<file path="src/rtl/addr_reg_bank.sv">
// Parametrised address register bank (PC / SP / general address registers) with
// per-register load, arithmetic and byte-lane ops, PC auto-increment and bounded-stack checking.
module addr_reg_bank #(
  parameter int unsigned       WIDTH      = 16,
  parameter int unsigned       NREGS      = 4,
  parameter int unsigned       PC_IDX     = 0,
  parameter int unsigned       SP_IDX     = 3,
  parameter logic [WIDTH-1:0]  RESET_PC   = '0,
  parameter logic [WIDTH-1:0]  STACK_BASE = 'h0100,
  parameter logic [WIDTH-1:0]  STACK_TOP  = 'h01FF,
  localparam int unsigned      SELW       = (NREGS > 1) ? $clog2(NREGS) : 1
) (
  input  logic             Clock,
  input  logic             Reset,
  input  logic [WIDTH-1:0] I,
  input  logic [NREGS-1:0] RegSel,
  input  logic [2:0]       FunSel,
  input  logic             PCInc,
  input  logic             ErrClr,
  input  logic [SELW-1:0]  OutCSel,
  input  logic [SELW-1:0]  OutDSel,
  output logic [WIDTH-1:0] OutC,
  output logic [WIDTH-1:0] OutD,
  output logic             StackOvf,
  output logic             StackUnf
);

  localparam logic [2:0] FN_HOLD = 3'b000;
  localparam logic [2:0] FN_CLR  = 3'b001;
  localparam logic [2:0] FN_LOAD = 3'b010;
  localparam logic [2:0] FN_INC  = 3'b011;
  localparam logic [2:0] FN_DEC  = 3'b100;
  localparam logic [2:0] FN_ADD  = 3'b101;
  localparam logic [2:0] FN_LBZ  = 3'b110;
  localparam logic [2:0] FN_LBK  = 3'b111;

  localparam logic [WIDTH-1:0] ONE = WIDTH'(1);

  logic [WIDTH-1:0] regs     [NREGS];
  logic [WIDTH-1:0] regs_nxt [NREGS];

  logic                    sp_chk;
  logic                    sp_ovf;
  logic                    sp_unf;
  logic signed [WIDTH+1:0] sp_res;
  logic signed [WIDTH+1:0] sp_cur;
  logic signed [WIDTH+1:0] top_x;
  logic signed [WIDTH+1:0] base_x;

  // SP result is evaluated two bits wider and signed so that both wrap
  // directions compare correctly against the stack bounds.
  always_comb begin
    sp_cur = $signed({2'b00, regs[SP_IDX]});
    top_x  = $signed({2'b00, STACK_TOP});
    base_x = $signed({2'b00, STACK_BASE});
    sp_res = sp_cur;
    sp_chk = 1'b0;
    case (FunSel)
      FN_INC: begin
        sp_res = sp_cur + $signed((WIDTH+2)'(1));
        sp_chk = RegSel[SP_IDX];
      end
      FN_DEC: begin
        sp_res = sp_cur - $signed((WIDTH+2)'(1));
        sp_chk = RegSel[SP_IDX];
      end
      FN_ADD: begin
        sp_res = sp_cur + $signed({2'b00, I});
        sp_chk = RegSel[SP_IDX];
      end
      default: begin
        sp_res = sp_cur;
        sp_chk = 1'b0;
      end
    endcase
    sp_ovf = sp_chk && (sp_res > top_x);
    sp_unf = sp_chk && (sp_res < base_x);
  end

  always_comb begin
    for (int unsigned k = 0; k < NREGS; k++) begin
      regs_nxt[k] = regs[k];
      if (RegSel[k]) begin
        case (FunSel)
          FN_HOLD: regs_nxt[k] = regs[k];
          FN_CLR:  regs_nxt[k] = '0;
          FN_LOAD: regs_nxt[k] = I;
          FN_INC:  regs_nxt[k] = regs[k] + ONE;
          FN_DEC:  regs_nxt[k] = regs[k] - ONE;
          FN_ADD:  regs_nxt[k] = regs[k] + I;
          FN_LBZ:  regs_nxt[k] = {{(WIDTH-8){1'b0}}, I[7:0]};
          FN_LBK:  regs_nxt[k] = {regs[k][WIDTH-1:8], I[7:0]};
          default: regs_nxt[k] = regs[k];
        endcase
      end
    end
    if (sp_ovf || sp_unf) begin
      regs_nxt[SP_IDX] = regs[SP_IDX];
    end
    // An explicit PC op takes precedence over auto-increment.
    if (PCInc && !RegSel[PC_IDX]) begin
      regs_nxt[PC_IDX] = regs[PC_IDX] + ONE;
    end
  end

  always_ff @(posedge Clock) begin
    if (Reset) begin
      for (int unsigned k = 0; k < NREGS; k++) begin
        if (k == PC_IDX) begin
          regs[k] <= RESET_PC;
        end else if (k == SP_IDX) begin
          regs[k] <= STACK_TOP;
        end else begin
          regs[k] <= '0;
        end
      end
      StackOvf <= 1'b0;
      StackUnf <= 1'b0;
    end else begin
      for (int unsigned k = 0; k < NREGS; k++) begin
        regs[k] <= regs_nxt[k];
      end
      StackOvf <= (StackOvf && !ErrClr) || sp_ovf;
      StackUnf <= (StackUnf && !ErrClr) || sp_unf;
    end
  end

  // Unmatched selects (>= NREGS) fall through to zero.
  always_comb begin
    OutC = '0;
    OutD = '0;
    for (int unsigned k = 0; k < NREGS; k++) begin
      if (OutCSel == SELW'(k)) OutC = regs[k];
      if (OutDSel == SELW'(k)) OutD = regs[k];
    end
  end

endmodule

</file>
<file path="config.mk">
export PLATFORM = sky130hd
export DESIGN_NAME = addr_reg_bank
export DESIGN_NICKNAME = d
export VERILOG_FILES = /design/src/rtl/addr_reg_bank.sv
export SDC_FILE = /design/constraint.sdc
export NUM_CORES = 1
export LEC_CHECK = 0
export BUFFER_PORTS_ARGS = -buffer_cell sky130_fd_sc_hd__buf_2
export CAP_MARGIN = 20
export CORE_UTILIZATION = 47
export DETAILED_ROUTE_END_ITERATION = 10
export GPL_TIMING_DRIVEN = 0
export PLACE_DENSITY = 0.65
export SLEW_MARGIN = 25
export SYNTH_ARGS = -nofsm -noshare
export SYNTH_HDL_FRONTEND = slang
export SYNTH_SLANG_ARGS = --single-unit
</file>
<file path="constraint.sdc">
create_clock -name Clock -period 5.7 [get_ports Clock]
set_clock_uncertainty 0.05 [all_clocks]
set_input_delay 0.285 -clock Clock [delete_from_list [all_inputs] [get_ports Clock]]
set_output_delay 0.285 -clock Clock [all_outputs]
set_load 0.01 [all_outputs]
</file>
# [Word level (Yosys, flattened, before mapping)]
# Memory sizes are Yosys's and may differ from the RTL's.
# Cells that the tools add are included.
[classes] n_bitwise=4 n_div=0 add_sub_neg=15 n_mul=0 shifts=0 order_cmp=2 reduce_logical=14 n_eq_ne=13 mux=27
[ops] cell="16-bit case mux with 8 select lines" count=4
[ops] cell="16-bit 2-to-1 mux" count=18
[ops] cell="16-bit by 1-bit adder with 16-bit output (second input constant)" count=4
[ops] cell="16-bit adder" count=4
[ops] cell="16-bit by 1-bit subtractor with 16-bit output (second input constant)" count=4
[ops] cell="18-bit case mux with 3 select lines" count=1
[ops] cell="18-bit by 10-bit > comparator with 1-bit output (second input constant)" count=1
[ops] cell="18-bit by 10-bit < comparator with 1-bit output (second input constant)" count=1
[ops] cell="16-bit by 1-bit adder with 17-bit output (second input constant)" count=1
[ops] cell="16-bit by 16-bit adder with 17-bit output" count=1
[ops] cell="16-bit by 1-bit subtractor with 17-bit output (second input constant)" count=1
[ops] cell="3-bit == test (second input constant)" count=4
[ops] cell="2-bit == test (second input constant)" count=4
[ops] cell="3-bit by 2-bit == test with 1-bit output (second input constant)" count=2
[ops] cell="1-bit logical AND" count=5
[ops] cell="2-bit by 1-bit == test with 1-bit output (second input constant)" count=2
[ops] cell="2-bit zero test" count=2
[ops] cell="1-bit 2-to-1 mux" count=4
[ops] cell="1-bit OR" count=4
[ops] cell="3-bit by 1-bit == test with 1-bit output (second input constant)" count=1
[ops] cell="3-bit zero test" count=1
[ops] cell="1-bit logical OR" count=3
[ops] cell="3-bit OR reduction" count=1
[ops] cell="1-bit zero test" count=2
[word_totals] regBits=2 output_inout_bits=34 memories=1 in_bits=31 mem_bits_rw=64 wordCells=78 latch_bits=0 rom_bits=0
[mem_list] name="regs" depth=4 word_bits=16 rd=4 rd_ports_with_merged_regs=0 wr=4 line_no="39" text="logic [WIDTH-1:0] regs [NREGS];"

# [Logic depth before layout (Yosys ltp)]
# Gate-level depths: netlist of the first run.
# An unclocked memory read counts as a cell.
[depth] depth_word=8 mapped_depth=19 ltp_nobuf=16

# [Worst setup path before layout of the first run]
# No wires, ideal clock.
[synth_timing] path_kind="input to register" start="in FunSel[1]" end="mem regs[3][15]" setup_ns=0.070 path_buffers=2 arrival_time_ns=4.197 setup_slack_ns=1.382 stages=16 required_ns=5.580 path_cell_list="nand2b_1 > clkbuf_1 > buf_1 > a21oi_1 > ha_1 > a21o_1 > a21oi_1 > o21bai_1 > a2111oi_0 > nor3_1 > or4b_2 > a32oi_1 > mux2i_1 > a21oi_1 > or2_1 > a21oi_1"
[synth_rtl] element="from (decl)" line_no="17" text="input logic [2:0] FunSel,"
[synth_rtl] element="to (decl)" line_no="39"

==> results.toml, run 1 <==
[status]
status = "finished, final reports clean"

[detailed_routing]
first_pass_iters = 7
drt-total-wl_mm = 28.2
viasPerCell = 6.40
avgRoutedWirePerCell_microns = 21.3
drc_errors = 0
vias = 8483
dr.first_iter.drc_count = 777
ant_nets = 0

[pwr]
vdd_drop_max_mv = 0.138
clockPowerShare_pct = 25.5
switching_share_pct = 41.3
seqPwrFrac_pct = 28.4
power_density_nw_per_um2 = 235
finalPower_mw = 2.11
p_comb_share_pct = 46.1
p_sw_mw = 0.870
internal_power_mw = 1.23
leakage_nw = 3.89

[synth]
ys_warn_count = 0
ys_ff_latch = 66
avgSynthCellArea_sq_um = 7.85
synth_top_flop_cell = "dfxtp_1"
syn_area_sq_um = 8110
async_flop_share_pct = 0
synthDistinctLibCells = 88
synth-edff-count = 0
syn_nets = 1146
synth-seq-area-share_pct = 16.3
synthCells = 1033
synth_top_cell_area_share_pct = 16.3
yosys-top-cells-area = "dfxtp_1, ha_1, mux4_2"
synth_area_leader_cell = "dfxtp_1"

[cells_and_area]
fillers = 1674
final_cell_mix = "nor2_1, a21oi_1, nand2_1"
diodes = 0
syn_to_final_growth_pct = 10.3
final_common_cell = "nor2_1"
fin_nets = 1214
drive_above_1_share_pct = 12.0

[timing]
worst_slew_pin_slew_ps = 918
drv_slew = 0
fmaxAchievable_mhz = 191
fin_crit_ps = 5240
hold_viol = 0
setup_violations = 0
max_slew_margin_pct = 38.8
timing.final.crit_share_pct = 92.0
rsz0062_at_grt = "no"
fin_setup_tns_ps = 0

[cts]
cts_root_buf = "clkbuf_16"
cts_inserted_buffers = 9
cts_tree = "built"
htreeDepth = 3
cts.sinks = 66
clkLatencyLatePin_ps = 350
cts_buffer_depth = 2
cts-resized-gates = 0
path_clk_slew_ps = 50
holdBufCountCts = 0
cts_setup_buffers = 0

[worst_setup_path]
r2r_cells = 12
rr_endpoint = "regs[3][15]"
arrival_ps = 5460
critPathMaxFanout = 10
reg2reg_setup_slack_ps = 1640
crit_end = "regs[3][15]"
crit_required_ps = 5920
worstSetupStartpointType = "primary input"
criticalPathCategory = "primary input to flip-flop"
crit_path_start = "FunSel[1]"
r2r_start = "regs[3][1]"
cp-end-kind = "flip-flop"

[hold_path]
timing.hold.worst.class = "primary input to flip-flop"
hold_depth = 3

[place]
routabilityCongestion = 0.957
hpwl_mm = 22.3
io_buffers = 57

[floorplan]
pin_count = 65
rows = 47
core_area_sq_um = 16700
dieArea_sq_um = 17800
dieWidth_microns = 133
die_h_microns = 133
start_util_pct = 48.5

[grt]
first_global_vias = 7762
grt_overflow_total = 0
grt_max_degree = 11
antenna_found_initial = 0
track_usage_pct = 32.2
grt_pass1_wl_mm = 43.5

[job]
max_cap_viol_count = 0
[how the worst min path moves through the flow]
stage               from    endpoint  slack [ps]
2_1_floorplan  RegSel[0]  regs[0][0]         390
3_3_place_gp    StackOvf    StackOvf         410
3_5_place_dp    StackOvf    StackOvf         410
4_1_cts           ErrClr    StackOvf         160
5_1_grt           ErrClr    StackOvf         190
6_report          ErrClr    StackOvf         160
[power by group through the flow]
stage	clock, mW	sequential [mW]	combinational [mW]
final	0.536	0.598	0.971
after global routing	0.561	0.602	1.07
after CTS	0.543	0.593	0.955
after detailed placement	0	0.603	0.946
after global placement	0	0.602	0.943
after floorplan	0	0.563	0.727
[kinds of logic (layout without fill, tap and decap cells)]
kind of cell | after synthesis | after routing | synth area share [%]
simple gates | 344 | 344 | 20.4
mux | 46 | 46 | 10.8
buf+inv | 103 | 175 | 5.66
flops | 66 | 66 | 16.3
compound gates | 328 | 328 | 26.8
xor+xnor | 64 | 64 | 6.91
fa+ha+maj | 82 | 82 | 13.1
[per-layer routing]
layer  part of all wire [%]  GRT usage, %  up-vias
li1                       -             -     3990
met1                     44          44.7     4035
met2                     44          49.1      386
met4                    4.1          15.6        0
met5                      0             0        -
met3                    8.4          4.30       72
[cell usage after synthesis (16+ instances only)]
master / count
nand2_1: 87
clkbuf_1: 43
a21oi_1: 98
a22oi_1: 28
inv_1: 42
nor2_1: 109
dfxtp_1: 66
mux4_2: 30
xnor2_1: 34
o21ai_0: 65
nor3_1: 28
xor2_1: 30
a21o_1: 24
ha_1: 77
and3_1: 16
nand3_1: 35
[flip-flops by register name (all words and copies together), names as in the netlist]
name,cells
StackOvf,1
StackUnf,1
regs,64
[worst max-delay path: stages]
cell and delay, ps:
buf_2 140, nand2b_1 290, clkbuf_1 380, buf_1 320
a21oi_1 620, ha_1 360, a21o_1 160, a21oi_1 210
o21bai_1 120, a2111oi_0 640, nor3_1 170, or4b_2 690
a32oi_1 340, mux2i_1 240, a21oi_1 110, or2_1 240
a21oi_1 140
[per-stage QoR]
| step | instances | utilization (%) | worst slack [ps] | hold slack [ps] | area, sq um |
|---|---|---|---|---|---|
| 6_report | 1325 | 53.5 | 458 | 157 | 8940 |
| 3_3_place_gp | 1310 | 51.9 | 209 | 408 | 8670 |
| 3_5_place_dp | 1310 | 51.9 | 201 | 414 | 8670 |
| 2_1_floorplan | 1033 | - | 1380 | 390 | 8110 |
| 4_1_cts | 1325 | 53.5 | 550 | 161 | 8940 |
| 5_1_grt | 1325 | 53.5 | 150 | 189 | 8940 |
[cell type report]
type	instances	area (sq um)	share of cell area, %
well taps	220	275	3.08
inverters	43	161	1.81
clock inverters	2	12.5	0.140
repair buffers	57	285	3.19
clock buffers	13	260	2.91
multi-input cells	864	6330	70.8
plain buffers	60	298	3.33
flip-flops and latches	66	1320	14.8
(Power assumes the default switching activity.)
==> inputs of run 2 (changes only) <==
Settings changed: CORE_UTILIZATION 47 to 35, PLACE_DENSITY 0.65 to unset, TNS_END_PERCENT set to 5.
==> run 2 against run 1 <==
Sequential share of layout area fell by 0.22 points. Register-to-register slack improved by 50 ps. Critical path type unchanged. First-iteration DRC count rose by 11%. Fmax rose by 2.2%. Highest routed layer unchanged. Routed wire length rose by 5.6%.
==> results.toml, run 2 (synthesis gave the netlist of run 1 again) <==
[grt]
first_global_vias = 8100
antenna_found_initial = 0
grt_pass1_wl_mm = 45.8
grt_max_degree = 12
track_usage_pct = 25.3
grt_overflow_total = 0

[cells_and_area]
ff_latch_area_sq_um = 1320
fin_nets = 1214
final_cell_mix = "nor2_1, a21oi_1, nand2_1"
multiInputGateArea_sq_um = 6330
final_common_cell = "nor2_1"
reg_top3 = "regs x64, StackOvf x1, StackUnf x1"
instances_no_fill = 1391
regMostFlops = "regs"
largest_reg_flops = 64
drive_above_1_share_pct = 12.3
syn_to_final_growth_pct = 11.9
fillers = 2416
diodes = 0

[cts]
cts_setup_buffers = 0
cts_tree = "built"
cts_root_buf = "clkbuf_16"
cts_buffer_depth = 2
holdBufCountCts = 0
htreeDepth = 3
cts_inserted_buffers = 9
clkLatencyLatePin_ps = 350
path_clk_slew_ps = 60
cts.sinks = 66

[detailed_routing]
vias = 8527
routed.top_layer = "met4"
dr.first_iter.drc_count = 861
wirelength_met1_mm = 13.0
met3WireLength_mm = 2.29
first_pass_iters = 5
avgRoutedWirePerCell_microns = 21.4
wl_met2_mm = 13.5
drc_errors = 0
viasPerCell = 6.13
ant_nets = 0
drt-total-wl_mm = 29.8

[worst_setup_path]
cp-end-kind = "flip-flop"
arrival_ps = 5340
crit_required_ps = 5920
max_stage_delay_ps = 690
reg2reg_setup_slack_ps = 1690
slowest_stage = "or4b_2"
worstSetupStartpointType = "primary input"
critPathMaxFanout = 10
criticalPathCategory = "primary input to flip-flop"
crit_path_start = "FunSel[1]"
r2r_cells = 12
cp_common_cell = "a21oi_1"
crit_end = "regs[3][15]"
r2r_start = "regs[3][1]"
cp_cell_sequence = "buf_2 > nand2b_1 > clkbuf_1 > buf_1 > a21oi_2 > ha_1 > a21o_1 > a21oi_1 > o21bai_1 > a2111oi_0 > nor3_1 > or4b_2 > a32oi_1 > mux2i_1 > a21oi_1 > or2_1 > a21oi_1"
rr_endpoint = "regs[3][15]"

[place]
io_buffers = 57
dp_cells = 1375
hpwl_mm = 23.7
routabilityCongestion = 0.928

[floorplan]
rows = 55
dieWidth_microns = 154
core_area_sq_um = 22700
pin_count = 65
dieArea_sq_um = 23800
start_util_pct = 35.7
die_h_microns = 154

[job]
max_cap_viol_count = 0

[hold_path]
timing.hold.worst.class = "primary input to flip-flop"

[timing]
hold_viol = 0
fin_crit_ps = 5130
setup_violations = 0
drv_slew = 0
max_slew_margin_pct = 41.2
rsz0062_at_grt = "no"
worst_slew_pin_slew_ps = 883
fin_setup_tns_ps = 0
fmaxAchievable_mhz = 195
timing.final.crit_share_pct = 90.0

[pwr]
power_density_nw_per_um2 = 244
vdd_drop_max_mv = 0.186
finalPower_mw = 2.21
leakage_nw = 3.92

[status]
status = "finished, final reports clean"
-- run 2: report_power, final --
| part | switching (mW) | internal, mW |
|---|---|---|
| Sequential | 0.0949 | 0.503 |
| Combinational | 0.565 | 0.416 |
| Clock | 0.241 | 0.394 |
| Total | 0.901 | 1.31 |
-- run 2: per-stage QoR --
stage               setup WS, ps  utilization [%]  hold slack, ps  cell area [sq um]
detailed placement           150             38.5             435               8750
floorplan                   1380                -             390               8110
global route                 155             40.0             184               9070
global placement             148             38.5             421               8750
finish                       573             40.0             170               9070
CTS                          472             39.9             178               9070
-- run 2: how the worst min path moves through the flow --
| stage | startpoint | to | slack (ps) | cells after the start |
|---|---|---|---|---|
| 2_1_floorplan | RegSel[0] | regs[0][0] | 390 | 2 |
| 3_3_place_gp | StackUnf | StackUnf | 420 | 2 |
| 3_5_place_dp | StackUnf | StackUnf | 430 | 2 |
| 4_1_cts | ErrClr | StackUnf | 180 | 3 |
| 5_1_grt | ErrClr | StackUnf | 180 | 3 |
| 6_report | ErrClr | StackUnf | 170 | 3 |
-- run 2: worst max-delay path, delay by kind of cell --
family	cells	cell delay, ps
AO/OA/AOI/OAI	8	1850
AND/OR/NAND/NOR	4	1420
buffers and inverters	3	1200
adder cells (fa/ha/maj)	1	320
multiplexers	1	240
-- run 2: repair_timing --
action                                 4_1_cts  5_1_grt
resized for setup                            0        1
endpoints found under the hold margin        0        0
setup endpoints to repair                    0        1
-- run 2: area by class of cell --
| class | instances | area share, % |
|---|---|---|
| clock inverter | 5 | 0.855 |
| clock buffer | 11 | 2.68 |
| inverter | 43 | 1.78 |
| multi-input combinational | 864 | 69.8 |
| buffer | 60 | 3.28 |
| timing repair buffer | 57 | 3.14 |
| tap | 285 | 3.93 |
| sequential | 66 | 14.6 |
-- run 2: routing by layer --
| layer | track usage, % | vias up |
|---|---|---|
| li1 | - | 4008 |
| met1 | 34.1 | 4087 |
| met2 | 41.2 | 376 |
| met3 | 3.19 | 56 |
| met4 | 9.57 | 0 |
| met5 | 0 | - |
